[config.mk]
export PLATFORM = sky130hd
export DESIGN_NAME = alu_operand_loader_flat
export DESIGN_NICKNAME = d
export VERILOG_FILES = /design/src/rtl/alu_pkg.sv /design/src/rtl/alu_operand_loader_if.sv /design/src/rtl/alu_operand_loader_btn_debounce.sv /design/src/rtl/alu_operand_loader.sv /design/src/flat_wrapper.sv
export SDC_FILE = /design/constraint.sdc
export NUM_CORES = 1
export LEC_CHECK = 0
export CORE_AREA = 5 5 69 71
export CTS_CLUSTER_SIZE = 20
export DETAILED_ROUTE_END_ITERATION = 7
export DIE_AREA = 0 0 74 76
export GPL_TIMING_DRIVEN = 0
export PLACE_DENSITY_LB_ADDON = 0.1
export SETUP_SLACK_MARGIN = 0.15
export SLEW_MARGIN = 0
export SYNTH_ARGS = -nofsm -noshare
export SYNTH_HDL_FRONTEND = slang
export SYNTH_SLANG_ARGS = --single-unit
[constraint.sdc]
create_clock -name clk -period 1.79 [get_ports clk]
set_clock_uncertainty 0.1 [all_clocks]
set_input_delay 0.358 -clock clk [delete_from_list [all_inputs] [get_ports clk]]
set_output_delay 0.358 -clock clk [all_outputs]
set_load 0.005 [all_outputs]
[src/rtl/alu_pkg.sv]
// Shared definitions for the ALU front end.
// - state_t : step encoding shown on the LEDs (A, B, OP, ISSUE).
// - Opcode constants shared with the ALU so both sides agree on meaning.
package alu_pkg;

    typedef enum logic [1:0] {
        S_A     = 2'd0,
        S_B     = 2'd1,
        S_OP    = 2'd2,
        S_ISSUE = 2'd3
    } state_t;

    localparam logic [2:0] ADD   = 3'd0;
    localparam logic [2:0] SUB   = 3'd1;
    localparam logic [2:0] AND   = 3'd2;
    localparam logic [2:0] OR    = 3'd3;
    localparam logic [2:0] XOR   = 3'd4;
    localparam logic [2:0] NOT_A = 3'd5;
    localparam logic [2:0] SHL   = 3'd6;
    localparam logic [2:0] SHR   = 3'd7;

endpackage

[src/rtl/alu_operand_loader_if.sv]
// Board-side and ALU-side signals of the operand loader.
// - sw, btn        : raw slide switches and push-button (asynchronous)
// - a, b, op       : committed operands and opcode
// - out_valid/ready: request handshake towards the ALU stage
// - state          : current step for the LEDs
// master = the loader; slave = whoever drives the switches/button and
// consumes the request (the ALU stage, or a testbench).
interface alu_operand_loader_if #(
    parameter int WIDTH    = 4,
    parameter int OP_WIDTH = 3
);
    logic [WIDTH-1:0]    sw;
    logic                btn;
    logic [WIDTH-1:0]    a;
    logic [WIDTH-1:0]    b;
    logic [OP_WIDTH-1:0] op;
    logic                out_valid;
    logic                out_ready;
    logic [1:0]          state;

    modport master (
        input  sw, btn, out_ready,
        output a, b, op, out_valid, state
    );

    modport slave (
        output sw, btn, out_ready,
        input  a, b, op, out_valid, state
    );
endinterface

[src/rtl/alu_operand_loader_btn_debounce.sv]
// Push-button conditioner: 2-flop synchroniser, debouncer and rising-edge
// detector. Produces a single-cycle press pulse per accepted press.
// - clk, rst : clock and synchronous active-high reset
// - btn      : raw, bouncy push-button
// - press    : one-cycle pulse on each debounced rising edge
module btn_debounce #(
    parameter int DEBOUNCE_CYCLES = 1000000
) (
    input  logic clk,
    input  logic rst,
    input  logic btn,
    output logic press
);

    localparam int CNT_W = (DEBOUNCE_CYCLES > 1) ? $clog2(DEBOUNCE_CYCLES) : 1;
    localparam logic [CNT_W-1:0] CNT_MAX = CNT_W'(DEBOUNCE_CYCLES - 1);

    logic             btn_meta_q;
    logic             btn_s_q;
    logic [CNT_W-1:0] cnt_q, cnt_d;
    logic             db_q, db_d;
    logic             db_dly_q;     // db delayed one cycle

    // The level must differ from db for DEBOUNCE_CYCLES consecutive cycles;
    // any return to db restarts the count, so short glitches never land.
    always_comb begin
        // NOTE: every combinational output gets a default first so no path
        // leaves it unassigned, which would infer a latch.
        cnt_d = cnt_q;
        db_d  = db_q;
        if (btn_s_q == db_q) begin
            cnt_d = '0;
        end else if (cnt_q == CNT_MAX) begin
            db_d  = btn_s_q;
            cnt_d = '0;
        end else begin
            cnt_d = cnt_q + 1'b1;
        end
    end

    always_ff @(posedge clk) begin
        // NOTE: sequential state uses non-blocking assignments so every flop
        // samples the pre-edge value, independent of statement order.
        if (rst) begin
            btn_meta_q <= 1'b0;
            btn_s_q    <= 1'b0;
            cnt_q      <= '0;
            db_q       <= 1'b0;
            db_dly_q   <= 1'b0;
        end else begin
            btn_meta_q <= btn;
            btn_s_q    <= btn_meta_q;
            cnt_q      <= cnt_d;
            db_q       <= db_d;
            db_dly_q   <= db_q;
        end
    end

    assign press = db_q & ~db_dly_q;

endmodule

[src/rtl/alu_operand_loader.sv]
// Operand loader for the board ALU. The user commits A, B and the opcode in
// turn from the slide switches, one button press each; the completed request
// is then held stable and offered to the ALU with valid/ready.
// - clk, rst : clock and synchronous active-high reset
// - bus      : switches, button, committed a/b/op, handshake and LED state
module alu_operand_loader
    import alu_pkg::*;
#(
    parameter int WIDTH           = 4,
    parameter int OP_WIDTH        = 3,
    parameter int DEBOUNCE_CYCLES = 1000000
) (
    input  logic                  clk,
    input  logic                  rst,
    alu_operand_loader_if.master  bus
);

    logic                press;
    logic [WIDTH-1:0]    sw_meta_q;
    logic [WIDTH-1:0]    sw_s_q;
    state_t              state_q, state_d;
    logic [WIDTH-1:0]    a_q, a_d;
    logic [WIDTH-1:0]    b_q, b_d;
    logic [OP_WIDTH-1:0] op_q, op_d;
    logic                out_valid_q, out_valid_d;

    btn_debounce #(
        .DEBOUNCE_CYCLES (DEBOUNCE_CYCLES)
    ) u_btn_debounce (
        .clk   (clk),
        .rst   (rst),
        .btn   (bus.btn),
        .press (press)
    );

    // Values are captured from the synchronised switches, which lag the
    // raw switches by two cycles.
    always_ff @(posedge clk) begin
        if (rst) begin
            sw_meta_q <= '0;
            sw_s_q    <= '0;
        end else begin
            sw_meta_q <= bus.sw;
            sw_s_q    <= sw_meta_q;
        end
    end

    always_comb begin
        state_d     = state_q;
        a_d         = a_q;
        b_d         = b_q;
        op_d        = op_q;
        out_valid_d = out_valid_q;
        unique case (state_q)
            S_A: if (press) begin
                a_d     = sw_s_q;
                state_d = S_B;
            end
            S_B: if (press) begin
                b_d     = sw_s_q;
                state_d = S_OP;
            end
            S_OP: if (press) begin
                op_d        = sw_s_q[OP_WIDTH-1:0];
                out_valid_d = 1'b1;
                state_d     = S_ISSUE;
            end
            // Presses are ignored here; only the ALU accepting the request
            // moves on. a/b/op keep their values for the next sequence.
            S_ISSUE: if (bus.out_ready) begin
                out_valid_d = 1'b0;
                state_d     = S_A;
            end
            default: state_d = S_A;
        endcase
    end

    always_ff @(posedge clk) begin
        if (rst) begin
            state_q     <= S_A;
            a_q         <= '0;
            b_q         <= '0;
            op_q        <= '0;
            out_valid_q <= 1'b0;
        end else begin
            state_q     <= state_d;
            a_q         <= a_d;
            b_q         <= b_d;
            op_q        <= op_d;
            out_valid_q <= out_valid_d;
        end
    end

    assign bus.a         = a_q;
    assign bus.b         = b_q;
    assign bus.op        = op_q;
    assign bus.out_valid = out_valid_q;
    assign bus.state     = state_q;

endmodule

[src/flat_wrapper.sv]
// flat-port wrapper written by rule: the top's interface ports become plain ports
module alu_operand_loader_flat import alu_pkg::*;
#(
    parameter int WIDTH           = 4,
    parameter int OP_WIDTH        = 3,
    parameter int DEBOUNCE_CYCLES = 1000000
)
  (clk, rst, bus_sw, bus_btn, bus_out_ready, bus_a, bus_b, bus_op, bus_out_valid, bus_state);
  alu_operand_loader_if #(.WIDTH(WIDTH), .OP_WIDTH(OP_WIDTH)) bus_i ();
  input  logic clk;
  input  logic rst;
  input wire logic [$bits(bus_i.sw)-1:0] bus_sw;
  input wire logic [$bits(bus_i.btn)-1:0] bus_btn;
  input wire logic [$bits(bus_i.out_ready)-1:0] bus_out_ready;
  output wire logic [$bits(bus_i.a)-1:0] bus_a;
  output wire logic [$bits(bus_i.b)-1:0] bus_b;
  output wire logic [$bits(bus_i.op)-1:0] bus_op;
  output wire logic [$bits(bus_i.out_valid)-1:0] bus_out_valid;
  output wire logic [$bits(bus_i.state)-1:0] bus_state;
  assign bus_i.sw = bus_sw;
  assign bus_i.btn = bus_btn;
  assign bus_i.out_ready = bus_out_ready;
  assign bus_a = bus_i.a;
  assign bus_b = bus_i.b;
  assign bus_op = bus_i.op;
  assign bus_out_valid = bus_i.out_valid;
  assign bus_state = bus_i.state;
  alu_operand_loader #(.WIDTH(WIDTH), .OP_WIDTH(OP_WIDTH), .DEBOUNCE_CYCLES(DEBOUNCE_CYCLES)) u_core (.clk(clk), .rst(rst), .bus(bus_i));
endmodule
## Word-level counts from Yosys, hierarchy flattened

Cells that the tools add are included.

- Bits in registers: 46
- Input port bits: 8
- Output and inout bits: 14
- Logic and storage cells: 42

- Add/subtract/negate cells: 1
- Eq/ne operators: 9
- Multiplexer cells: 8
- Bitwise logic cells: 3
- Reductions and logical operators: 9

Operators by type and width:

| cell | count |
|---|---|
| 20-bit by 1-bit adder with 20-bit output (second input constant) | 1 |
| 20-bit == test (second input constant) | 1 |
| 2-bit 2-to-1 mux | 4 |
| 2-bit case mux with 4 select lines | 1 |
| 2-bit AND reduction | 4 |
| 2-bit by 1-bit inequality test with 1-bit output (second input constant) | 3 |
| 2-bit == test (second input constant) | 2 |
| 4-bit AND reduction | 1 |
| 3-bit AND reduction | 1 |
| 3-bit OR reduction | 1 |
| 2-bit by 1-bit == test with 1-bit output (second input constant) | 1 |
| 2-bit logical NOT | 1 |
| 1-bit 2-to-1 mux | 2 |
| 2-bit inequality test (second input constant) | 1 |
| 1-bit NOT | 2 |
| 1-bit case mux with 2 select lines | 1 |
| 2-bit nonzero test | 1 |
| 1-bit AND | 1 |
| 1-bit == test | 1 |

## Depth between registers and ports, before layout

Gate-level depths: netlist of run 1.

- Depth in word-level cells: 4
- Mapped depth: 6
- Mapped depth without buffers: 6

## Cells and area by module

From an unflattened synthesis of run 1, not the netlist that was laid out.

- Cells, all modules: 211
- Area, all modules: 1911.8 um2

By module, submodules not included:

| module | instances | cells an instance | area each (um2) | seq. area each (um2) |
|---|---|---|---|---|
| btn_debounce | 1 | 116 | 1048.5 | 480.5 |
| alu_operand_loader | 1 | 95 | 863.3 | 440.4 |

## Worst setup path after synthesis of run 1

Ideal clock, no wire load.

- Path type: register to register
- Start point: register u_core.u_btn_debounce.cnt_q[16]
- End point: register u_core.u_btn_debounce.cnt_q[5]
- Setup time: 0.115 ns
- Arrival: 1.634 ns
- Setup slack: -0.059 ns
- Stages on the path, launching flop included: 6
- Period minus slack after synthesis: 1.849 ns
- Path through: dfxtp_1 > nand3_2 > or4b_4 > o31ai_4 > buf_8 > nor2_2

- Word-level cells in the longest chain between the ends: 2

RTL lines:

| element | RTL line | source |
|---|---|---|
| start, declared | alu_operand_loader_btn_debounce.sv:20 | `logic [CNT_W-1:0] cnt_q, cnt_d;` |
| start signal, assigned | alu_operand_loader_btn_debounce.sv:53 | `cnt_q <= cnt_d;` |
| 20-bit == test | alu_operand_loader_btn_debounce.sv:33 | `end else if (cnt_q == CNT_MAX) begin` |
| 3-bit OR reduction (no source line) | -- |  |

Every way passes these cells.
A chain may end at the register's enable or synchronous reset.

## Final worst setup path of run 1

- Start point: register u_core.u_btn_debounce.cnt_q[13]
- End point: register u_core.u_btn_debounce.cnt_q[6]

Same word-level chain as after synthesis.

==> results of run 1 <==
==> layout by cell type (no fill, tap or decap), types with 2 or more instances in the layout <==
cell type and n:
a21oi_1 14, buf_4 17, buf_6 4, clkbuf_1 4, clkbuf_8 6, clkdlybuf4s50_1 16
dfxtp_1 24, dfxtp_2 11, dfxtp_4 11, dlymetal6s2s_1 4, ha_1 4, inv_1 10
nand2_1 19, nand3_1 16, nand4_1 4, nand4_4 2, nor2_1 8, nor2_2 13
nor2b_1 13, nor3_1 7, nor4_1 4, o21ai_0 2, xnor2_1 14, xor2_1 2
==> critical path: cells and delay by family (launching register included) <==
kind            cells  cell delay (ns)
compound gates      1             0.33
simple gates        3             0.64
buf+inv             2             0.28
flops               1             0.36
==> layout make-up <==
cell class | instances | area [um^2] | share of cell area, %
plain buffers | 6 | 35.0 | 1.34
multi-input cells | 142 | 1000 | 38.3
flip-flops and latches | 46 | 976 | 37.2
clock inverters | 1 | 5.00 | 0.191
inverters | 10 | 37.5 | 1.43
clock buffers | 7 | 86.3 | 3.30
well taps | 52 | 65.1 | 2.48
repair buffers | 42 | 410 | 15.7
==> cell usage after synthesis <==
cell / instances
dfxtp_1: 46
nand2_1: 19
nand3_1: 17
a21oi_1: 15
xnor2_1: 14
nor2b_1: 13
nor2_1: 11
inv_1: 10
nor2_2: 10
nor3_1: 8
ha_1: 6
nor4_1: 6
clkbuf_1: 4
nand4_1: 4
nand4_2: 2
o21ai_0: 2
or3_1: 2
xor2_1: 2
a211oi_1: 1
a31o_2: 1
and3_1: 1
buf_1: 1
buf_8: 1
mux2_1: 1
mux2i_1: 1
nand3_2: 1
o211ai_1: 1
o22ai_1: 1
o31ai_4: 1
or4_1: 1
or4b_4: 1
==> per-layer routing <==
layer,global-route usage (%),vias to the layer above
li1,-,791
met1,19.0,755
met2,23.6,48
met3,3.43,10
met4,6.52,0
met5,0,-
==> cells by family (layout without fill, tap and decap cells) <==
family | Yosys count | after routing
flops | 46 | 46
xor+xnor | 16 | 16
compound gates | 22 | 22
fa+ha+maj | 6 | 6
buf+inv | 16 | 66
mux | 2 | 2
simple gates | 96 | 96
==> power groups by stage <==
stage                     Combinational [mW]  Sequential (mW)  Clock [mW]
after global placement                 0.162             1.08           0
after CTS                              0.179             1.06       0.642
after floorplan                        0.109             1.08           0
after detailed placement               0.168             1.09           0
after global routing                   0.204             1.05       0.691
final                                  0.185             1.05       0.627
==> worst min path at each step <==
stage,cells past startpoint,end,from,slack (ns)
2_1_floorplan,1,u_core.u_btn_debounce.cnt_q[0],u_core.u_btn_debounce.cnt_q[0],0.31
4_1_cts,2,u_core.sw_meta_q[1],rst,0.34
3_5_place_dp,1,u_core.sw_s_q[1],u_core.sw_meta_q[1],0.32
3_3_place_gp,1,u_core.u_btn_debounce.btn_s_q,u_core.u_btn_debounce.btn_meta_q,0.32
5_1_grt,1,u_core.sw_s_q[1],u_core.sw_meta_q[1],0.36
6_report,2,u_core.sw_meta_q[1],rst,0.32
==> stage by stage <==
step / hold WS (ns) / instance area (um^2) / util, %
6_report: 0.325 / 2620 / 62.8
2_1_floorplan: 0.313 / 1910 / -
5_1_grt: 0.363 / 2620 / 62.8
4_1_cts: 0.337 / 2440 / 58.4
3_3_place_gp: 0.319 / 2180 / 52.2
3_5_place_dp: 0.325 / 2180 / 52.2
==> flip-flops by register name (all words and copies together), names as in the netlist <==
register / cells
u_core.u_btn_debounce.btn_meta_q: 1
u_core.u_btn_debounce.db_dly_q: 1
u_core.u_btn_debounce.db_q: 1
u_core.bus.state: 2
u_core.bus.out_valid: 1
u_core.bus.op: 3
u_core.sw_s_q: 4
u_core.u_btn_debounce.cnt_q: 20
u_core.bus.b: 4
u_core.u_btn_debounce.btn_s_q: 1
u_core.sw_meta_q: 4
u_core.bus.a: 4
==> repair_timing <==
| action | CTS | global route |
|---|---|---|
| pin swaps | 8 | 10 |
| cloned | 1 | 0 |
| setup endpoints to repair | 24 | 37 |
| setup buffers | 9 | 12 |
| gates resized for setup | 27 | 29 |
==> impl_metrics.json, run 1 <==
{
  "synth-seq-cells": 46,
  "die-area_um2": 5620,
  "clk_latency_ns": 0.29,
  "leakage_nw": 0.959,
  "rsz0062_at_grt": "yes",
  "hpwl_mm": 2.77,
  "start_util_pct": 45.1,
  "post_drt_via_cell_ratio": 5.24,
  "min_path_type": "in -> reg",
  "worstRegToRegCells": 6,
  "clock.fmax_mhz": 549,
  "die_y_um": 76,
  "yosys.area_share.adder_pct": 3.98,
  "power_mw": 1.86,
  "rr_startpoint": "u_core.u_btn_debounce.cnt_q[13]",
  "max-slew-margin-rel_pct": 70.8,
  "p_sw_uw": 432,
  "start_kind": "register",
  "synth-simple-area-share_pct": 27.6,
  "cts_tree": "done",
  "nets": 267,
  "synth_warnings": 0,
  "place.gp.congestion": 0.842,
  "met3_length_um": 205,
  "area_growth_pct": 39.0,
  "drive_above_1_share_pct": 33.1,
  "critPathArrivalTime_ns": 1.90,
  "slew_viol_final": 0,
  "top_layer": "met4",
  "yosysSeqAreaShare_pct": 48.9,
  "power.share.clock_pct": 33.7,
  "synth_top_family_by_area": "simple AND/OR/NAND/NOR gates",
  "cellPowerDensity_nw_per_um2": 710,
  "wire_per_inst_um": 13.9,
  "slowest_delay_ns": 0.36,
  "netlist_area_um2": 1880,
  "dp.cells": 276,
  "period_minus_slack_ns": 1.82,
  "synthCells": 204,
  "drt_iter0_markers": 119,
  "numPortBuffers": 20,
  "clkSinkCount": 46,
  "syn_avg_cell_area_um2": 9.24,
  "core_um2": 4170,
  "setup_violations": 13,
  "synth_compound_area_share_pct": 7.24,
  "violations": "setup timing",
  "worst_slack_ns": -0.0316,
  "wl_mm": 4.25,
  "grt_max_degree": 14,
  "met1_length_mm": 1.89,
  "die_w_um": 74,
  "instances_no_fill": 306,
  "synthTopCellsByArea": "dfxtp_1 (49%), xnor2_1 (6.5%), nand3_1 (4.5%)",
  "fillers": 352,
  "post-route-period-util_pct": 102,
  "synth_xor_area_share_pct": 7.44,
  "crit_chain": "nor4_2, nand4_1, o31ai_4, buf_6, buf_8, nor2_2",
  "swShare_pct": 23.2,
  "finalSetupTns_ns": -0.235,
  "yosysTopAreaCellShare_pct": 48.9,
  "clkTransAtPathRegs_ns": 0.08,
  "holdBufCountCts": 0,
  "pin_count": 22,
  "crit_type": "reg -> reg",
  "synthDistinctLibCells": 31,
  "clockBufferDepth": 2,
  "first_global_vias": 1481,
  "irDropWorstVdd_mv": 0.467,
  "status": "complete, but fails checks",
  "antenna_found_initial": 0,
  "final_antenna_net_count": 0,
  "num_rows": 24,
  "worst_ep_required_time_ns": 1.87,
  "crit_start": "u_core.u_btn_debounce.cnt_q[13]",
  "crit_path_top_delay_cell": "dfxtp_2",
  "p_comb_share_pct": 9.9,
  "syn_nets": 218,
  "ff2ff_setup_slack_ns": -0.03,
  "p_int_mw": 1.43,
  "drc": 0,
  "cp-end-kind": "register",
  "critPathCapture": "u_core.u_btn_debounce.cnt_q[6]",
  "p_seq_share_pct": 56.3,
  "n_antenna_cell": 0,
  "worst_pin_slew_ns": 0.438,
  "reg2reg_to": "u_core.u_btn_debounce.cnt_q[6]",
  "grt_pass1_wl_mm": 6.60,
  "vias": 1604,
  "track_usage_pct": 14.9,
  "yosys.area.top_type": "dfxtp_1",
  "cts_made_buffers": 5,
  "final-hold-violation-count": 0,
  "path_max_fanout": 5,
  "synth_mux_area_share_pct": 1.13,
  "pre_cts_slack_ns": -0.159,
  "maxCapViolations": 0,
  "overflow": 0,
  "cts_max_level": 2,
  "root_buffer": "clkbuf_8",
  "first_pass_iters": 4,
  "met2_length_mm": 2.08
}
No activity file was read; power rests on OpenSTA's default activity.
==> run 2: changes to the inputs <==
==> constraint.sdc (replaced) <==
create_clock -name clk -period 1.5 [get_ports clk]
set_clock_uncertainty 0.1 [all_clocks]
set_input_delay 0.3 -clock clk [delete_from_list [all_inputs] [get_ports clk]]
set_output_delay 0.3 -clock clk [all_outputs]
set_load 0.005 [all_outputs]
==> impl_metrics.json, run 2 (synthesis results as in run 1) <==
{
  "rsz0062_at_grt": "yes",
  "clockBufferDepth": 2,
  "post-route-period-util_pct": 116,
  "cellPowerDensity_nw_per_um2": 917,
  "slew_viol_final": 0,
  "core_um2": 4170,
  "clock.fmax_mhz": 576,
  "nets": 267,
  "largest_register_ffs": 20,
  "violations": "setup timing",
  "wl_mm": 3.92,
  "grt_max_degree": 14,
  "start_kind": "register",
  "crit_path_top_delay_cell": "or4b_4",
  "overflow": 0,
  "crit_type": "reg -> reg",
  "finalSetupTns_ns": -4.33,
  "hpwl_mm": 2.62,
  "critPathArrivalTime_ns": 1.82,
  "die-area_um2": 5620,
  "instances_no_fill": 306,
  "cts_tree": "done",
  "die_w_um": 74,
  "drt_iter0_markers": 73,
  "rr_startpoint": "u_core.u_btn_debounce.cnt_q[18]",
  "worst_pin_slew_ns": 0.444,
  "placed_cell_area_um2": 2280,
  "track_usage_pct": 15.2,
  "first_global_vias": 1443,
  "clkSinkCount": 46,
  "start_util_pct": 45.1,
  "final_cell_mix": "buf_4 (20), dfxtp_2 (19), dfxtp_1 (18)",
  "die_y_um": 76,
  "power_mw": 2.43,
  "fin_util_pct": 63.5,
  "antenna_found_initial": 0,
  "status": "complete, but fails checks",
  "pin_count": 22,
  "cts_max_level": 2,
  "final_antenna_net_count": 0,
  "worstHoldStart": "rst",
  "period_minus_slack_ns": 1.74,
  "first_pass_iters": 4,
  "drive_above_1_share_pct": 37.0,
  "worst_ep_required_time_ns": 1.58,
  "place.gp.congestion": 0.806,
  "grt_pass1_wl_mm": 6.70,
  "num_rows": 24,
  "worst_slack_ns": -0.237,
  "drc": 0,
  "cp-end-kind": "register",
  "post_drt_via_cell_ratio": 4.96,
  "wire_per_inst_um": 12.8,
  "clkTransAtPathRegs_ns": 0.09,
  "min_path_type": "in -> reg",
  "cts_made_buffers": 5,
  "final_common_cell": "buf_4",
  "crit_start": "u_core.u_btn_debounce.cnt_q[18]",
  "path_max_fanout": 3,
  "irDropWorstVdd_mv": 0.521,
  "crit_chain": "nand3_2, or4b_4, nor3_2, mux2_1",
  "slowest_delay_ns": 0.53,
  "fin_area_um2": 2650,
  "leakage_nw": 0.943,
  "numPortBuffers": 20,
  "area_growth_pct": 40.7,
  "maxCapViolations": 0,
  "vias": 1519,
  "clk_latency_ns": 0.30,
  "root_buffer": "clkbuf_8",
  "final-hold-violation-count": 0,
  "max-slew-margin-rel_pct": 70.4,
  "holdBufCountCts": 0,
  "n_antenna_cell": 0,
  "setup_violations": 20,
  "regMostFlops": "u_core.u_btn_debounce.cnt_q",
  "dp.cells": 276
}
run 2: cell count changes in the layout (fill, tap and decap cells not counted), sizes merged:
cell	delta
dlygate4sd2	+14
clkbuf	-3
dlymetal6s2s	-4
clkinv	+1
clkdlybuf4s50	-10
buf	+2
run 2: what timing repair did:
item / 4_1_cts / 5_1_grt
cloned: 1 / 0
buffers inserted: 17 / 4
setup endpoints to repair: 47 / 33
resized for setup: 42 / 14
pin swaps: 9 / 4
run 2: metal layers:
metal | up-vias | track usage, % | share of wire [%]
met1 | 695 | 20.7 | 47
met2 | 28 | 22.8 | 46
met4 | 0 | 6.34 | 1.7
li1 | 789 | - | -
met3 | 7 | 3.43 | 4.8
met5 | - | 0 | 0
run 2: final cells by class:
type                            count  area (um^2)
Inverter                           10         47.5
Multi-Input combinational cell    142         1060
Timing Repair Buffer               42          379
Clock inverter                      2         8.76
Buffer                              6         41.3
Clock buffer                        6         72.6
Fill cell                         355         1520
Tap cell                           52         65.1
Sequential cell                    46          978
run 2: worst max-delay path: cells and delay by family (launching register included):
family	cells	cell delay, ns
simple gates	3	0.84
flops	1	0.35
mux	1	0.33
run 2: power by group:
group / switching (mW) / total [mW] / internal, mW
sequential: 0.0222 / 1.26 / 1.24
combinational: 0.204 / 0.447 / 0.243
clock: 0.401 / 0.722 / 0.321
total: 0.627 / 2.43 / 1.80
run 2: path summary, 6_finish.rpt:
check,slack [ns],cells after the start,end
setup / recovery,-0.24,4,u_core.u_btn_debounce.db_q
hold / removal,0.27,2,u_core.u_btn_debounce.btn_s_q
setup reg to reg,-0.24,4,u_core.u_btn_debounce.db_q
hold reg to reg,0.34,1,u_core.u_btn_debounce.btn_s_q
run 2: stage by stage:
stage / setup WS (ns) / hold WS (ns)
after detailed placement: -0.431 / 0.325
final: -0.237 / 0.267
after CTS: -0.266 / 0.273
after global placement: -0.409 / 0.316
after global routing: -0.292 / 0.287
after floorplan: -0.228 / 0.314
